## config.mk

```make
export PLATFORM = sky130hd
export DESIGN_NAME = axis_iq_framer
export DESIGN_NICKNAME = d
export VERILOG_FILES = /design/src/rtl/axis_bf_pkg.sv /design/src/rtl/axis_word_fifo.sv /design/src/rtl/axis_iq_framer.sv
export SDC_FILE = /design/constraint.sdc
export NUM_CORES = 2
export LEC_CHECK = 0
export CORE_MARGIN = 1.5
export CORE_UTILIZATION = 64
export CTS_BUF_LIST = sky130_fd_sc_hd__clkbuf_8
export CTS_CLUSTER_DIAMETER = 50
export DETAILED_ROUTE_END_ITERATION = 10
export HOLD_SLACK_MARGIN = 0.05
export PLACE_DENSITY = 0.85
export SETUP_SLACK_MARGIN = 0.15
export SYNTH_ARGS = -nofsm -noshare
export SYNTH_HDL_FRONTEND = slang
export SYNTH_SLANG_ARGS = --single-unit
```

## constraint.sdc

```tcl
create_clock -name clock -period 20.6 [get_ports clock]
set_input_delay 6.18 -clock clock [delete_from_list [all_inputs] [get_ports clock]]
set_output_delay 6.18 -clock clock [all_outputs]
set_load 0.01 [all_outputs]
```

## src/rtl/axis_bf_pkg.sv

```systemverilog
// Shared constants and framer state encoding for the beamforming AXI-Stream chain.
package axis_bf_pkg;

   localparam int SSAMPLE_WIDTH = 16;
   localparam int SAMPLES = 8;
   localparam int SDATA_WIDTH = SSAMPLE_WIDTH * SAMPLES;
   localparam int FRAMER_FIFO_DEPTH = 4;
   localparam int FLEN_WIDTH = 16;
   localparam int LANE_WIDTH = $clog2(SAMPLES);
   localparam int WORD_WIDTH = 2 * SDATA_WIDTH + 1;

   typedef logic [1:0] framer_state_t;

   localparam framer_state_t ST_IDLE = 2'd0;
   localparam framer_state_t ST_FILL = 2'd1;
   localparam framer_state_t ST_DROP = 2'd2;
   localparam framer_state_t ST_TERM = 2'd3;

   // Index of the final word of a frame; a zero length behaves as a one-word frame.
   function automatic logic [FLEN_WIDTH-1:0] last_word_index(input logic [FLEN_WIDTH-1:0] len);
      logic [FLEN_WIDTH-1:0] idx;
      if (len == {FLEN_WIDTH{1'b0}}) begin
         idx = {FLEN_WIDTH{1'b0}};
      end else begin
         idx = len - FLEN_WIDTH'(1);
      end
      return idx;
   endfunction

endpackage

```

## src/rtl/axis_word_fifo.sv

```systemverilog
// Synchronous word FIFO with a registered head output; a push into a full FIFO
// is accepted when a pop happens in the same cycle.
module axis_word_fifo #(
   parameter int WIDTH = 257,
   parameter int DEPTH = 4
) (
   input  logic                   clock,
   input  logic                   resetn,
   input  logic                   push,
   input  logic [WIDTH-1:0]       din,
   input  logic                   pop,
   output logic [WIDTH-1:0]       dout,
   output logic                   full,
   output logic                   empty,
   output logic [$clog2(DEPTH):0] count
);

   localparam int AW = $clog2(DEPTH);
   localparam logic [AW:0] FULL_COUNT = (AW + 1)'(DEPTH);

   logic [WIDTH-1:0] mem_r [DEPTH];
   logic [AW-1:0]    rd_ptr_r;
   logic [AW-1:0]    wr_ptr_r;
   logic [AW:0]      count_r;
   logic [WIDTH-1:0] dout_r;

   logic             do_push_s;
   logic             do_pop_s;
   logic [AW:0]      remain_s;
   logic [AW:0]      next_count_s;
   logic [AW-1:0]    next_rd_s;
   logic [WIDTH-1:0] next_dout_s;

   // Accepted operations and the head word that will be visible after this edge.
   always_comb begin
      do_pop_s     = pop && (count_r != {(AW + 1){1'b0}});
      do_push_s    = push && ((count_r != FULL_COUNT) || do_pop_s);
      remain_s     = count_r - (AW + 1)'(do_pop_s);
      next_count_s = remain_s + (AW + 1)'(do_push_s);
      next_rd_s    = rd_ptr_r + AW'(do_pop_s);
      if (next_count_s == {(AW + 1){1'b0}}) begin
         next_dout_s = {WIDTH{1'b0}};
      end else if (remain_s == {(AW + 1){1'b0}}) begin
         next_dout_s = din;
      end else begin
         next_dout_s = mem_r[next_rd_s];
      end
   end

   // Storage array write port.
   always_ff @(posedge clock) begin
      if (do_push_s) begin
         mem_r[wr_ptr_r] <= din;
      end
   end

   // Pointers, occupancy and registered head.
   always_ff @(posedge clock) begin
      if (!resetn) begin
         rd_ptr_r <= {AW{1'b0}};
         wr_ptr_r <= {AW{1'b0}};
         count_r  <= {(AW + 1){1'b0}};
         dout_r   <= {WIDTH{1'b0}};
      end else begin
         if (do_push_s) begin
            wr_ptr_r <= wr_ptr_r + AW'(1);
         end
         rd_ptr_r <= next_rd_s;
         count_r  <= next_count_s;
         dout_r   <= next_dout_s;
      end
   end

   assign dout  = dout_r;
   assign full  = (count_r == FULL_COUNT);
   assign empty = (count_r == {(AW + 1){1'b0}});
   assign count = count_r;

endmodule

```

## src/rtl/axis_iq_framer.sv

```systemverilog
// Packs a non-stallable ADC I/Q stream into lockstep real/imag 8-lane AXI-Stream
// words with frame tlast, terminating frames with a zero tlast word on overflow.
module axis_iq_framer
   import axis_bf_pkg::*;
#(
   parameter int FIFO_DEPTH = FRAMER_FIFO_DEPTH
) (
   input  logic                       clock,
   input  logic                       resetn,
   input  logic                       enable,
   input  logic [FLEN_WIDTH-1:0]      frame_len,
   input  logic                       adc_valid,
   input  logic [SSAMPLE_WIDTH-1:0]   adc_i,
   input  logic [SSAMPLE_WIDTH-1:0]   adc_q,
   output logic [SDATA_WIDTH-1:0]     m_axis_real_tdata,
   output logic [SDATA_WIDTH/8-1:0]   m_axis_real_tkeep,
   output logic                       m_axis_real_tlast,
   output logic                       m_axis_real_tvalid,
   input  logic                       m_axis_real_tready,
   output logic [SDATA_WIDTH-1:0]     m_axis_imag_tdata,
   output logic [SDATA_WIDTH/8-1:0]   m_axis_imag_tkeep,
   output logic                       m_axis_imag_tlast,
   output logic                       m_axis_imag_tvalid,
   input  logic                       m_axis_imag_tready,
   output logic                       overflow,
   input  logic                       clear_overflow,
   output logic [31:0]                frames_sent
);

   localparam logic [LANE_WIDTH-1:0] LAST_LANE = LANE_WIDTH'(SAMPLES - 1);
   localparam int CW = $clog2(FIFO_DEPTH) + 1;

   framer_state_t           state_r;
   framer_state_t           state_next_s;
   logic [LANE_WIDTH-1:0]   lane_r;
   logic [FLEN_WIDTH-1:0]   word_cnt_r;
   logic [FLEN_WIDTH-1:0]   last_idx_r;
   logic [SDATA_WIDTH-1:0]  pack_i_r;
   logic [SDATA_WIDTH-1:0]  pack_q_r;
   logic [SDATA_WIDTH-1:0]  word_i_r;
   logic [SDATA_WIDTH-1:0]  word_q_r;
   logic                    word_valid_r;
   logic                    word_last_r;
   logic                    overflow_r;
   logic [31:0]             frames_r;

   logic                    sample_s;
   logic                    word_done_s;
   logic                    frame_end_s;
   logic                    room_s;
   logic                    keep_s;
   logic                    drop_s;
   logic                    term_push_s;
   logic                    latch_s;
   logic                    pop_s;
   logic                    tvalid_s;
   logic                    fifo_push_s;
   logic [WORD_WIDTH-1:0]   fifo_din_s;
   logic [WORD_WIDTH-1:0]   fifo_dout_s;
   logic                    fifo_full_s;
   logic                    fifo_empty_s;
   logic [CW-1:0]           fifo_count_s;

   // Frame control: word completion, overflow decision and state sequencing.
   always_comb begin
      tvalid_s     = (fifo_count_s != {CW{1'b0}});
      pop_s        = !fifo_empty_s && m_axis_real_tready && m_axis_imag_tready;
      room_s       = !fifo_full_s || pop_s;
      sample_s     = adc_valid && ((state_r == ST_FILL) || (state_r == ST_DROP));
      word_done_s  = sample_s && (lane_r == LAST_LANE);
      frame_end_s  = word_done_s && (word_cnt_r == last_idx_r);
      keep_s       = word_done_s && (state_r == ST_FILL) && room_s;
      drop_s       = word_done_s && (state_r == ST_FILL) && !room_s;
      term_push_s  = (state_r == ST_TERM) && room_s;
      state_next_s = state_r;
      latch_s      = 1'b0;
      case (state_r)
         ST_IDLE: begin
            if (enable) begin
               state_next_s = ST_FILL;
               latch_s      = 1'b1;
            end else begin
               state_next_s = ST_IDLE;
            end
         end
         ST_FILL: begin
            if (drop_s) begin
               state_next_s = frame_end_s ? ST_TERM : ST_DROP;
            end else if (frame_end_s) begin
               state_next_s = enable ? ST_FILL : ST_IDLE;
               latch_s      = enable;
            end else begin
               state_next_s = ST_FILL;
            end
         end
         ST_DROP: begin
            if (frame_end_s) begin
               state_next_s = ST_TERM;
            end else begin
               state_next_s = ST_DROP;
            end
         end
         ST_TERM: begin
            if (term_push_s) begin
               state_next_s = enable ? ST_FILL : ST_IDLE;
               latch_s      = enable;
            end else begin
               state_next_s = ST_TERM;
            end
         end
         default: begin
            state_next_s = ST_IDLE;
         end
      endcase
      fifo_push_s = word_valid_r || term_push_s;
      // A completed word and a terminating word are never pending together.
      if (word_valid_r) begin
         fifo_din_s = {word_last_r, word_q_r, word_i_r};
      end else begin
         fifo_din_s = {1'b1, {(2 * SDATA_WIDTH){1'b0}}};
      end
   end

   // State, lane/word counters and latched frame length.
   always_ff @(posedge clock) begin
      if (!resetn) begin
         state_r    <= ST_IDLE;
         lane_r     <= {LANE_WIDTH{1'b0}};
         word_cnt_r <= {FLEN_WIDTH{1'b0}};
         last_idx_r <= {FLEN_WIDTH{1'b0}};
      end else begin
         state_r <= state_next_s;
         if (latch_s) begin
            last_idx_r <= last_word_index(frame_len);
         end
         if (sample_s) begin
            lane_r <= lane_r + LANE_WIDTH'(1);
         end
         if (word_done_s) begin
            word_cnt_r <= frame_end_s ? {FLEN_WIDTH{1'b0}} : word_cnt_r + FLEN_WIDTH'(1);
         end
      end
   end

   // Lane packing and the completed-word register feeding the FIFO.
   always_ff @(posedge clock) begin
      if (!resetn) begin
         pack_i_r     <= {SDATA_WIDTH{1'b0}};
         pack_q_r     <= {SDATA_WIDTH{1'b0}};
         word_i_r     <= {SDATA_WIDTH{1'b0}};
         word_q_r     <= {SDATA_WIDTH{1'b0}};
         word_valid_r <= 1'b0;
         word_last_r  <= 1'b0;
      end else begin
         if (sample_s && (state_r == ST_FILL)) begin
            pack_i_r[int'(lane_r) * SSAMPLE_WIDTH +: SSAMPLE_WIDTH] <= adc_i;
            pack_q_r[int'(lane_r) * SSAMPLE_WIDTH +: SSAMPLE_WIDTH] <= adc_q;
         end
         word_valid_r <= keep_s;
         if (keep_s) begin
            word_i_r    <= {adc_i, pack_i_r[SDATA_WIDTH-SSAMPLE_WIDTH-1:0]};
            word_q_r    <= {adc_q, pack_q_r[SDATA_WIDTH-SSAMPLE_WIDTH-1:0]};
            word_last_r <= frame_end_s;
         end
      end
   end

   // Sticky overflow (set beats clear) and handshaked-frame counter.
   always_ff @(posedge clock) begin
      if (!resetn) begin
         overflow_r <= 1'b0;
         frames_r   <= 32'd0;
      end else begin
         if (drop_s) begin
            overflow_r <= 1'b1;
         end else if (clear_overflow) begin
            overflow_r <= 1'b0;
         end
         if (pop_s && fifo_dout_s[WORD_WIDTH-1]) begin
            frames_r <= frames_r + 32'd1;
         end
      end
   end

   axis_word_fifo #(
      .WIDTH (WORD_WIDTH),
      .DEPTH (FIFO_DEPTH)
   ) u_fifo (
      .clock  (clock),
      .resetn (resetn),
      .push   (fifo_push_s),
      .din    (fifo_din_s),
      .pop    (pop_s),
      .dout   (fifo_dout_s),
      .full   (fifo_full_s),
      .empty  (fifo_empty_s),
      .count  (fifo_count_s)
   );

   assign m_axis_real_tdata  = fifo_dout_s[SDATA_WIDTH-1:0];
   assign m_axis_imag_tdata  = fifo_dout_s[2*SDATA_WIDTH-1:SDATA_WIDTH];
   assign m_axis_real_tlast  = fifo_dout_s[WORD_WIDTH-1];
   assign m_axis_imag_tlast  = fifo_dout_s[WORD_WIDTH-1];
   assign m_axis_real_tvalid = tvalid_s;
   assign m_axis_imag_tvalid = tvalid_s;
   assign m_axis_real_tkeep  = {(SDATA_WIDTH/8){tvalid_s}};
   assign m_axis_imag_tkeep  = {(SDATA_WIDTH/8){tvalid_s}};
   assign overflow           = overflow_r;
   assign frames_sent        = frames_r;

endmodule

```

==> run_results.csv <==
group,metric,value,unit
critical_path,path_cells,"clkdlybuf4s50_1, o311a_2, ha_4, buf_4, buf_4, mux4_2, nand2_1, a21oi_1",
timing,setup_viol,0,
power_and_ir_drop,p_sw,1.46,mW
timing,fin_crit,9790,ps
synthesis,ys_seq_area_share,68.6,%
route,num_vias,45600,
power_and_ir_drop,swShare,21.2,%
power_and_ir_drop,power.leakage,26.1,nW
route,drtIter0Drc,5158,
synthesis,postSynthAreaPerCell,12.7,sq um
critical_path,crit_top_cell,"buf_4",
critical_path,startpoint_type,"input pin",
timing,tightestPinTransition,1370,ps
timing,relSlewSlack,8.38,%
global_route,grt_pass1_wl,264000,um
clock_network,cts_made_buffers,296,
outcome,status,"finished, final reports clean",
timing,finalHoldViolCount,0,
finish,nNetsFinal,5823,
timing,max_freq,102,MHz
route,firstDrtPassIters,7,
global_route,grt_pass1_vias,45700,
clock_network,cts_setup_buffers,0,
finish,final_common_cell,"nand2_1",
route,wl,177000,um
power_and_ir_drop,p_clk_share,42.8,%
die,num_rows,120,
route,vias_per_cell,6.19,
synthesis,synth_nets,5515,
synthesis,async_flop_share,0,%
timing,period_share,47.5,%
synthesis,ys_seq_elements,1844,
clock_network,cts-hold-fix-buffers,0,
clock_network,h-tree-depth,5,
finish,drive_above_1_share,12.2,%
timing,whs,436,ps
job,drv_cap,0,
worst_hold_path,min_path_type,"register to register",
placed_design,gp_congestion,0.797,
route,post_drt_wl_per_cell,24.0,um
critical_path,arrival,10520,ps
die,core_area,107000,sq um
clock_network,cts_root_buf,"clkbuf_8",
finish,register_area,47200,sq um
critical_path,crit_required,21330,ps
global_route,grt_max_degree,209,
die,initial_utilization,64.4,%
finish,multiInputGateArea,19600,sq um
synthesis,synth_edf_count,1028,
critical_path,worstPathMaxFanout,45,
placed_design,dp_hpwl,96600,um
timing,rsz0062_at_grt,"false",
power_and_ir_drop,power_frac_seq,56.0,%
clock_network,ctsResizeCount,0,
synthesis,yosys_warnings,0,
power_and_ir_drop,ir_drop,60.5,uV
critical_path,slowest_stage,"buf_4",
route,ant_nets,0,
timing,fin_skew,81.9,ps
power_and_ir_drop,p_comb_share,1.3,%
critical_path,path_class,"input pin to register",
critical_path,slowest_delay,890,ps
clock_network,clkTransAtPathRegs,60,ps
global_route,grt_overflow,0,
timing,slew_violations,0,
finish,nFillCells,6552,
synthesis,ys_types,56,
finish,areaGrowthSynthToFinish,14.1,%
synthesis,syn_area,68900,sq um
synthesis,synthCells,5437,
clock_network,ctsLongestPathBuffers,4,
power_and_ir_drop,internal-power,5.43,mW
route,drc,0,
finish,layout_common_cells,"1,372 x nand2_1, 1,028 x edfxtp_1, 815 x dfxtp_1, 757 x a21oi_1, 379 x clkdlybuf4s50_1",
critical_path,setup.worst_path.end_class,"register",
die,chipHeight,331,um
global_route,grt_use_total,32.1,%
placed_design,io_buffers,379,
clock_network,cts_num_sinks,1844,
timing,finalSetupTns,0,ps
die,design.die.area,110000,sq um
die,io_pins,380,
clock_network,tritoncts,"built",
power_and_ir_drop,p_per_area,87.6,nW/um^2
synthesis,synth_ff_type,"edfxtp_1",
global_route,antenna_found_initial,5,
die,die_w,331,um
clock_network,clock_latency,990,ps
-- cells in the mapped netlist, types with 3 or more instances --
| cell type | number | area share (%) |
|---|---|---|
| nand2b_1 | 5 | 0.045 |
| nor3_1 | 19 | 0.14 |
| nand4_1 | 9 | 0.082 |
| o31ai_1 | 3 | 0.033 |
| mux4_2 | 257 | 8.4 |
| buf_4 | 65 | 0.71 |
| or3_1 | 9 | 0.082 |
| clkbuf_1 | 197 | 1.1 |
| nor2_1 | 62 | 0.34 |
| and2_1 | 272 | 2.5 |
| buf_1 | 32 | 0.17 |
| nor2b_1 | 5 | 0.045 |
| xnor2_1 | 48 | 0.61 |
| nand2_1 | 1372 | 7.5 |
| o21ai_0 | 11 | 0.080 |
| dfxtp_1 | 816 | 24 |
| buf_2 | 130 | 0.94 |
| and3_1 | 7 | 0.064 |
| nor4_2 | 3 | 0.055 |
| and4_1 | 6 | 0.076 |
| a211oi_1 | 6 | 0.065 |
| ha_1 | 23 | 0.42 |
| a21oi_1 | 757 | 5.5 |
| edfxtp_1 | 1028 | 45 |
| mux2i_1 | 15 | 0.22 |
| xor2_1 | 20 | 0.25 |
| nand3_1 | 184 | 1.3 |
| nor4_1 | 11 | 0.10 |
| buf_6 | 3 | 0.049 |
| inv_1 | 28 | 0.15 |
-- cells by family (layout without fill, tap and decap cells) --
kind of cell	Yosys count	count (layout)	share of synthesized area, %
buffers and inverters	456	987	3.11
multiplexers	272	272	8.62
AO/OA/AOI/OAI	790	790	5.85
XOR/XNOR	68	68	0.865
flip-flops	1844	1844	68.6
AND/OR/NAND/NOR	1984	1984	12.6
other	0	4	0
adder cells (fa/ha/maj)	23	23	0.418
-- worst max-delay path, delay by kind of cell --
family          cells  cell delay [ps]
mux                 1              590
simple gates        1               90
fa+ha+maj           1              820
buf+inv             3             2280
compound gates      2              430
-- per-stage QoR --
step / std cells / area [sq um] / setup WS, ps / util [%] / total power, mW
6_report: 7375 / 78500 / 10810 / 73.5 / 6.88
5_1_grt: 7372 / 78500 / 10500 / 73.5 / 7.07
4_1_cts: 7371 / 78500 / 10790 / 73.5 / 6.90
3_5_place_dp: 6850 / 73000 / 9830 / 68.3 / 4.01
3_3_place_gp: 6850 / 73000 / 9900 / 68.3 / 4.01
2_1_floorplan: 5437 / 68900 / 7370 / - / 3.98
-- flip-flops by register name, summed over array words and instances (netlist names), 2 cells and up --
register / count
u_fifo.mem_r: 1028
state_r: 2
last_idx_r: 16
u_fifo.wr_ptr_r: 2
frames_sent: 32
pack_q_r: 112
u_fifo.dout: 257
u_fifo.rd_ptr_r: 2
pack_i_r: 112
word_i_r: 128
word_q_r: 128
u_fifo.count: 3
word_cnt_r: 16
lane_r: 3
-- layout make-up --
cell class              count  area share [%]
flip-flops and latches   1844            60.1
multi-input cells        3137            25.0
clock buffers             341            5.98
repair buffers            437            5.46
well taps                1403            2.23
clock inverters           180            1.08
inverters                  29           0.148
diodes                      4          0.0127
-- final timing paths --
kind | depth (start not counted) | end | from | slack, ps
setup / recovery | 8 | u_fifo.dout[226] | m_axis_imag_tready | 10810
hold / removal | 2 | word_q_r[87] | pack_q_r[87] | 440
hold reg to reg | 2 | word_q_r[87] | pack_q_r[87] | 440
setup reg to reg | 7 | u_fifo.dout[226] | u_fifo.count[2] | 15920
-- routing by layer --
metal / track usage [%] / part of all wire [%]
met5: 0 / 0.023
met4: 14.6 / 4.2
met2: 52.8 / 49
met1: 40.1 / 36
met3: 8.46 / 11
-- power by group through the flow --
stage | logic [mW] | registers (mW) | clock network, mW
3_5_place_dp | 0.0837 | 3.93 | 0
4_1_cts | 0.0842 | 3.85 | 2.97
6_report | 0.0876 | 3.85 | 2.94
3_3_place_gp | 0.0827 | 3.93 | 0
5_1_grt | 0.0901 | 3.85 | 3.13
2_1_floorplan | 0.0481 | 3.93 | 0
Note: power is estimated with default switching activity, not from simulation.
